$ cat src/rtl/step_to_note.sv
// step_to_note: inverse pitch lookup. Converts an NCO phase step back to the
// nearest MIDI note by a 7-step successive-approximation search over the
// external step-size table (registered read, one cycle of read latency).
// Optional build macro STEP_TO_NOTE_ROUND_EN adds nearest-note rounding
// (one extra table read of the upper neighbour, ties go to the lower note).
// Without the macro the result is the floor index.
//
// Handshake: start is a request sampled only in IDLE (no backpressure, a
// request while busy or in the done cycle is dropped); busy covers the
// conversion; done is a one-cycle strobe and note/exact/under are valid from
// that strobe until the next one.
module step_to_note (
   input  logic        clk,
   input  logic        rst_n,
   input  logic        start,
   input  logic [15:0] step,
   output logic        busy,
   output logic        done,
   output logic [6:0]  note,
   output logic        exact,
   output logic        under,
   output logic        rom_ce,
   output logic [6:0]  rom_a,
   input  logic [15:0] rom_d
);

   typedef enum logic [2:0] {
      IDLE,
      SAR_RD,
      SAR_CMP,
      LO_RD,
      LO_CMP,
`ifdef STEP_TO_NOTE_ROUND_EN
      HI_RD,
      HI_CMP,
`endif
      DONE
   } state_t;

   state_t      state_q, state_d;
   logic [15:0] s_q, s_d;          // latched step being converted
   logic [6:0]  r_q, r_d;          // result under construction
   logic [2:0]  b_q, b_d;          // bit currently being tried
   logic        busy_q, busy_d;
   logic        done_q, done_d;
   logic [6:0]  note_q, note_d;
   logic        exact_q, exact_d;
   logic        under_q, under_d;
   logic        rom_ce_q, rom_ce_d;
   logic [6:0]  rom_a_q, rom_a_d;
   logic [6:0]  r_new;             // result with the current trial bit resolved
   logic        lo_under;          // step below the floor entry
   logic        lo_exact;          // step equal to the floor entry

`ifdef STEP_TO_NOTE_ROUND_EN
   logic [15:0] tlo_q, tlo_d;      // floor table entry, kept for the distance test
   logic        lo_exact_q, lo_exact_d;
   logic        lo_under_q, lo_under_d;
   logic [15:0] dlo;
   logic [15:0] dhi;
   logic [6:0]  r_fin;
`endif

   assign busy   = busy_q;
   assign done   = done_q;
   assign note   = note_q;
   assign exact  = exact_q;
   assign under  = under_q;
   assign rom_ce = rom_ce_q;
   assign rom_a  = rom_a_q;

   // Next-state and registered-output logic. Table reads are issued on the
   // edge entering a *_RD state so the data arrives in the matching *_CMP state.
   always_comb begin
      state_d  = state_q;
      s_d      = s_q;
      r_d      = r_q;
      b_d      = b_q;
      busy_d   = busy_q;
      done_d   = 1'b0;
      note_d   = note_q;
      exact_d  = exact_q;
      under_d  = under_q;
      rom_ce_d = 1'b0;
      rom_a_d  = rom_a_q;
      r_new    = r_q;
      lo_under = (s_q < rom_d);
      lo_exact = (s_q == rom_d);
`ifdef STEP_TO_NOTE_ROUND_EN
      tlo_d      = tlo_q;
      lo_exact_d = lo_exact_q;
      lo_under_d = lo_under_q;
      dlo        = s_q - tlo_q;
      dhi        = rom_d - s_q;
      r_fin      = (dhi < dlo) ? r_q + 7'd1 : r_q;
`endif
      case (state_q)
         IDLE: begin
            if (start) begin
               s_d      = step;
               r_d      = 7'd0;
               b_d      = 3'd6;
               busy_d   = 1'b1;
               rom_ce_d = 1'b1;
               rom_a_d  = 7'h40;
               state_d  = SAR_RD;
            end
         end
         SAR_RD: begin
            state_d = SAR_CMP;
         end
         SAR_CMP: begin
            if (rom_d <= s_q) begin
               r_new[b_q] = 1'b1;
            end
            r_d      = r_new;
            rom_ce_d = 1'b1;
            if (b_q == 3'd0) begin
               rom_a_d = r_new;
               state_d = LO_RD;
            end else begin
               b_d     = b_q - 3'd1;
               rom_a_d = r_new | (7'd1 << (b_q - 3'd1));
               state_d = SAR_RD;
            end
         end
         LO_RD: begin
            state_d = LO_CMP;
         end
         LO_CMP: begin
`ifdef STEP_TO_NOTE_ROUND_EN
            tlo_d      = rom_d;
            lo_exact_d = lo_exact;
            lo_under_d = lo_under;
            if ((r_q != 7'd127) && !lo_under) begin
               rom_ce_d = 1'b1;
               rom_a_d  = r_q + 7'd1;
               state_d  = HI_RD;
            end else begin
               note_d  = r_q;
               exact_d = lo_exact;
               under_d = lo_under;
               done_d  = 1'b1;
               busy_d  = 1'b0;
               state_d = DONE;
            end
`else
            note_d  = r_q;
            exact_d = lo_exact;
            under_d = lo_under;
            done_d  = 1'b1;
            busy_d  = 1'b0;
            state_d = DONE;
`endif
         end
`ifdef STEP_TO_NOTE_ROUND_EN
         HI_RD: begin
            state_d = HI_CMP;
         end
         HI_CMP: begin
            // Strictly closer upper neighbour wins; a tie keeps the lower note.
            r_d     = r_fin;
            note_d  = r_fin;
            exact_d = lo_exact_q;
            under_d = lo_under_q;
            done_d  = 1'b1;
            busy_d  = 1'b0;
            state_d = DONE;
         end
`endif
         DONE: begin
            state_d = IDLE;
         end
         default: begin
            busy_d  = 1'b0;
            state_d = IDLE;
         end
      endcase
   end

   // State and output registers; reset aborts any conversion without a done.
   always_ff @(posedge clk or negedge rst_n) begin
      if (!rst_n) begin
         state_q    <= IDLE;
         s_q        <= 16'd0;
         r_q        <= 7'd0;
         b_q        <= 3'd0;
         busy_q     <= 1'b0;
         done_q     <= 1'b0;
         note_q     <= 7'd0;
         exact_q    <= 1'b0;
         under_q    <= 1'b0;
         rom_ce_q   <= 1'b0;
         rom_a_q    <= 7'd0;
`ifdef STEP_TO_NOTE_ROUND_EN
         tlo_q      <= 16'd0;
         lo_exact_q <= 1'b0;
         lo_under_q <= 1'b0;
`endif
      end else begin
         state_q    <= state_d;
         s_q        <= s_d;
         r_q        <= r_d;
         b_q        <= b_d;
         busy_q     <= busy_d;
         done_q     <= done_d;
         note_q     <= note_d;
         exact_q    <= exact_d;
         under_q    <= under_d;
         rom_ce_q   <= rom_ce_d;
         rom_a_q    <= rom_a_d;
`ifdef STEP_TO_NOTE_ROUND_EN
         tlo_q      <= tlo_d;
         lo_exact_q <= lo_exact_d;
         lo_under_q <= lo_under_d;
`endif
      end
   end

endmodule

$ cat config.mk
export PLATFORM = sky130hd
export DESIGN_NAME = step_to_note
export DESIGN_NICKNAME = d
export VERILOG_FILES = /design/src/rtl/step_to_note.sv
export SDC_FILE = /design/constraint.sdc
export NUM_CORES = 1
export LEC_CHECK = 0
export ABC_AREA = 1
export BUFFER_PORTS_ARGS = -buffer_cell sky130_fd_sc_hd__buf_4
export CAP_MARGIN = 20
export CELL_PAD_IN_SITES_DETAIL_PLACEMENT = 1
export CELL_PAD_IN_SITES_GLOBAL_PLACEMENT = 2
export CORE_ASPECT_RATIO = 0.75
export CORE_MARGIN = 2
export CORE_UTILIZATION = 29
export DETAILED_ROUTE_END_ITERATION = 10
export GPL_ROUTABILITY_DRIVEN = 0
export PLACE_DENSITY = 0.74
export SLEW_MARGIN = 10
export SYNTH_ARGS = -nofsm -noshare
export SYNTH_HDL_FRONTEND = slang
export SYNTH_SLANG_ARGS = --single-unit
$ cat constraint.sdc
create_clock -name clk -period 1.4 [get_ports clk]
set_input_delay 0.28 -clock clk [delete_from_list [all_inputs] [get_ports clk]]
set_output_delay 0.28 -clock clk [all_outputs]
set_load 0.01 [all_outputs]
After elaboration in Yosys (flattened, before gate mapping)
Cells that the tools add are included.
{ "word_totals": {"inputBits": 35, "reg_bits": 48} }
{ "classes": {"order_cmp": 4, "shift": 1, "n_reduce_logical": 9, "eq_ne": 8, "mux": 20, "n_addsub": 1, "n_bitwise": 3} }
{ "ops": {"columns": ["operator", "n"], "rows": [
  ["2-to-1 mux 7 bit", 5],
  ["case mux 7 bit (2 select lines)", 2],
  ["equality test 16 bit", 1],
  ["<= comparator 16 bit", 1],
  ["< comparator 16 bit", 1],
  ["case mux 3 bit (5 select lines)", 1],
  ["bitwise OR 7 bit", 2],
  ["2-to-1 mux 3 bit", 3],
  ["left shift 1 x 3 -> 7 bit (first input constant)", 1],
  ["equality test 3 x 2 -> 1 bit (second input constant)", 2],
  ["equality test 3 bit (second input constant)", 2],
  ["logical NOT 3 bit", 2],
  ["case mux 3 bit (2 select lines)", 1],
  ["AND reduction 2 bit", 3],
  ["< comparator 3 x 4 -> 1 bit (second input constant)", 1],
  ["2-to-1 mux 1 bit", 4],
  ["!= test 2 bit (second input constant)", 2],
  ["case mux 1 bit (2 select lines)", 2],
  ["OR reduction 4 bit", 1],
  ["demux 1 bit (select 3 bit)", 1],
  ["equality test 3 x 1 -> 1 bit (second input constant)", 1],
  ["greater-or-equal comparator 3 x 1 -> 1 bit (second input constant)", 1],
  ["AND reduction 3 bit", 1],
  ["subtractor 3 x 1 -> 3 bit (second input constant)", 1],
  ["4 further kinds", 4]
]} }

Depth between registers and ports, before layout
{ "depth": {"word_depth": 10, "ltp_mapped": 15, "mapped_depth_nobuf": 15} }

Worst setup path before layout
No wires, ideal clock.
{ "synth_path": {"path_kind": "register -> register", "from": "reg s_q[15]", "to": "reg r_q[1]", "path_stages_with_launch": 11, "t_arrival_ns": 1.420, "slack_ns": -0.147, "period_less_slack_ns": 1.547, "n_path_buf": 0, "path_cell_list": "dfrtp_1 > inv_1 > ha_1 > a21oi_1 > o21ai_0 > a21oi_1 > nand2_4 > nand2_4 > nand2_1 > nand3_1 > o21ai_0"} }
{ "synth_via": {"elab_chain_len": 4} }
{ "synth_lines": {"columns": ["element", "line_no", "text"], "rows": [
  ["start, declared", "41", "logic [15:0] s_q, s_d;"],
  ["start signal, assigned", "185", "s_q <= 16'd0;"],
  ["start signal, assigned", "202", "s_q <= s_d;"],
  ["<= comparator 16 bit", "113", "if (rom_d <= s_q) begin"],
  ["2-to-1 mux 7 bit", "113", null],
  ["2-to-1 mux 7 bit", "97", "case (state_q)"],
  ["case mux 7 bit (2 select lines)", "97", null],
  ["end signal, assigned", "203", "r_q <= r_d;"],
  ["end, declared", "42", "logic [6:0] r_q, r_d;"]
]} }
Every way passes these cells. The select of a mux whose other input is x is not followed.
A chain may end at the register's enable or synchronous reset.

Final worst setup path
{ "layout_path": {"from": "reg s_q[10]", "to": "reg r_q[4]"} }
The elaborated chain is that of the path after synthesis.

==> results.sh <==
export IMPL_pwr_density_cell_nw_per_um2=2160
export IMPL_path_delay_family="simple AND/OR/NAND/NOR gates"
export IMPL_start_kind="flop"
export IMPL_finalPower_uw=8230
export IMPL_outcome="finished with violations"
export IMPL_synth_nets=353
export IMPL_antenna_found_initial=0
export IMPL_grt_usage_pct=16.6
export IMPL_via_per_inst=4.65
export IMPL_setup_ws_ns=-0.300
export IMPL_port_buffers=53
export IMPL_crit_fanout=8
export IMPL_path_class="flop to flop"
export IMPL_yosysTopAreaCell="dfrtp_1"
export IMPL_grt_pass1_vias=2525
export IMPL_use_met1_pct=22.8
export IMPL_clockRootBuffer="clkbuf_16"
export IMPL_design_area_sq_um=3810
export IMPL_slew_viol_final=0
export IMPL_drcViolationCount=0
export IMPL_clk_path_buf_depth=2
export IMPL_critPathRequiredTime_ns=1.59
export IMPL_failed_checks="setup timing"
export IMPL_crit_chain="inv_2 -> ha_4 -> nand4_1 -> nor3_4 -> nand3_4 -> nand2_8 -> nand3_1 -> nand3_2 -> nand2_1"
export IMPL_fp_dieH_um=85.2
export IMPL_area_delta_synth_final_pct=49.5
export IMPL_nets=445
export IMPL_clock_skew_ns=0.00881
export IMPL_die_area_sq_um=9560
export IMPL_synthDistinctLibCells=27
export IMPL_critPathCaptureType="flop"
export IMPL_setup_tns_ns=-4.15
export IMPL_num_vias=2310
export IMPL_gr_usage_met3_pct=2.57
export IMPL_ant_nets=0
export IMPL_rows=29
export IMPL_hpwl_um=5230
export IMPL_power_leakage_uw=0.00190
export IMPL_ys_seq_elements=48
export IMPL_worstHoldPathType="input pin to flop"
export IMPL_slew_limit_headroom_pct=78.6
export IMPL_synth_seq_area_share_pct=47.1
export IMPL_path_buf_inv=1
export IMPL_start_util_pct=30.0
export IMPL_synth_top_area_share_pct=47.1
export IMPL_clock_latency_ns=0.29
export IMPL_drt_iter0_markers=49
export IMPL_syn_avg_cell_area_sq_um=8.58
export IMPL_fin_crit_sh_pct=121
export IMPL_final_cells=497
export IMPL_arrival_ns=1.89
export IMPL_cts_sinks=48
export IMPL_clkSlewWorstSetupHoldPaths_ns=0.07
export IMPL_grt_max_degree=30
export IMPL_slowest_delay_ns=0.34
export IMPL_h_tree_depth=2
export IMPL_synth_area_leaders="dfrtp_1 47%, nand2_1 11%, ha_1 10%"
export IMPL_die_w_um=112
export IMPL_grt_pass1_wl_um=12500
export IMPL_setup_violations=16
export IMPL_num_antenna_cells=0
export IMPL_layout_drive_gt1_share_pct=40.1
export IMPL_cts_tree="built"
export IMPL_timing_fmax_mhz=588
export IMPL_cts_buffers=5
export IMPL_vdd_drop_max_mv=0.797
export IMPL_placed_cell_area_sq_um=3340
export IMPL_tightestPinTransition_ns=0.320
export IMPL_fin_crit_ns=1.70
export IMPL_cap_viol_max_count=0
export IMPL_routedWlPerCell_um=15.0
export IMPL_rsz0062_at_grt="true"
export IMPL_grt_remaining_overflow=0
export IMPL_synth_cell_area_sq_um=2550
export IMPL_busiest_layer="met2"
export IMPL_routed_wl_um=7460
export IMPL_grt_use_met2_pct=27.0
export IMPL_synthCells=297
export IMPL_design_portCount=54
export IMPL_dp_cells=483
export IMPL_finalHoldViolCount=0
export IMPL_core_area_sq_um=8490
export IMPL_synth_warnings=0
export IMPL_drt_pass1_iterations=4
export IMPL_slowest_stage="dfrtp_1"
-- worst register-to-register path, stage by stage, from the launching register on --
cell	delay, ns
dfrtp_1	0.34
inv_2	0.05
ha_4	0.26
nand4_1	0.14
nor3_4	0.23
nand3_4	0.19
nand2_8	0.14
nand3_1	0.10
nand3_2	0.09
nand2_1	0.05
-- cell families (layout without fill, tap and decap cells) --
family	count (synthesis)	count (layout)	synth area share, %
compound gates	50	50	10.4
xor+xnor	1	1	0.344
fa+ha+maj	21	21	10.3
buf+inv	49	141	7.56
flops	48	48	47.1
simple gates	128	128	24.3
-- state kept, by name (all words and copies together), names as in the netlist --
| register | flops |
|---|---|
| rom_ce | 1 |
| busy | 1 |
| under | 1 |
| rom_a | 7 |
| s_q | 16 |
| b_q | 3 |
| exact | 1 |
| note | 7 |
| state_q | 3 |
| r_q | 7 |
| done | 1 |
-- stage by stage --
stage          hold WS [ns]  utilization (%)  setup slack, ns
2_1_floorplan       -0.0156                -           -0.100
3_3_place_gp          0.193             39.3           -0.321
3_5_place_dp          0.198             39.3           -0.376
4_1_cts               0.190             43.8           -0.296
5_1_grt               0.206             44.9           -0.462
6_report              0.192             44.9           -0.300
-- worst paths after layout --
check | from | endpoint | slack (ns) | cells past startpoint
setup reg to reg | s_q[10] | r_q[4] | -0.30 | 9
hold reg to reg | s_q[0] | s_q[0] | 0.49 | 2
hold / removal | step[0] | s_q[0] | 0.19 | 3
max in group asynchronous | rst_n | s_q[15] | 0.51 | 3
min in group asynchronous | rst_n | rom_a[5] | 0.43 | 2
setup / recovery | s_q[10] | r_q[4] | -0.30 | 9
-- cell usage in the layout (no fill, tap or decap), drive strengths merged --
master,netlist,final
nand2,82,82
nand3b,1,1
buf,5,89
a21oi,9,9
dfrtp,48,48
bufinv,0,2
inv,44,44
ha,21,21
nand3,24,24
nor2,15,15
dlygate4sd3,0,1
a21o,2,2
a31oi,2,2
xor2,1,1
or2,3,3
o22ai,2,2
o21ai,35,35
clkbuf,0,5
nor3,1,1
nand4,2,2
-- area by class of cell --
| class | count | area, sq um |
|---|---|---|
| Fill cell | 992 | 4680 |
| Multi-Input combinational cell | 200 | 1390 |
| Sequential cell | 48 | 1200 |
| Timing Repair Buffer | 90 | 729 |
| Inverter | 44 | 168 |
| Tap cell | 108 | 135 |
| Clock buffer | 5 | 125 |
| Clock inverter | 2 | 60.1 |
-- synth_stat cells --
cell type   n
buf_2       5
a21o_1      2
nor2_8      2
nand3_4     1
nand2_4     2
inv_1      41
o21ai_0    35
dfrtp_1    48
xor2_1      1
or2_0       2
inv_2       2
nor2_2      1
nor2_4      1
a21oi_2     1
inv_4       1
a21oi_1     8
nand2_2     4
or2_1       1
nand4_1     2
nand3_1    23
nand2_1    76
ha_1       21
nor3_4      1
o22ai_1     2
nor2_1     11
nand3b_1    1
a31oi_1     2
-- routing by layer --
metal	vias up	part of all wire (%)
li1	1136	-
met1	1128	49
met2	37	47
met3	9	3.2
met4	0	1.4
met5	-	0
-- where the power goes --
part           switching, uW  internal (uW)  total, uW  leakage (uW)
combinational           2370           1950       4320       0.00120
clock                    546           1010       1560     0.0000899
sequential               349           1990       2340      0.000607
total                   3260           4960       8230       0.00190
-- repair_timing --
item                                    in CTS  in global routing
cloned                                       0                  0
hold endpoints to repair                    19                  0
pin swaps                                    8                  6
endpoints found under the setup margin      19                 31
hold buffers                                 1                  0
gates resized for setup                     38                 21
setup buffers                                5                  1
(Power assumes the default switching activity.)
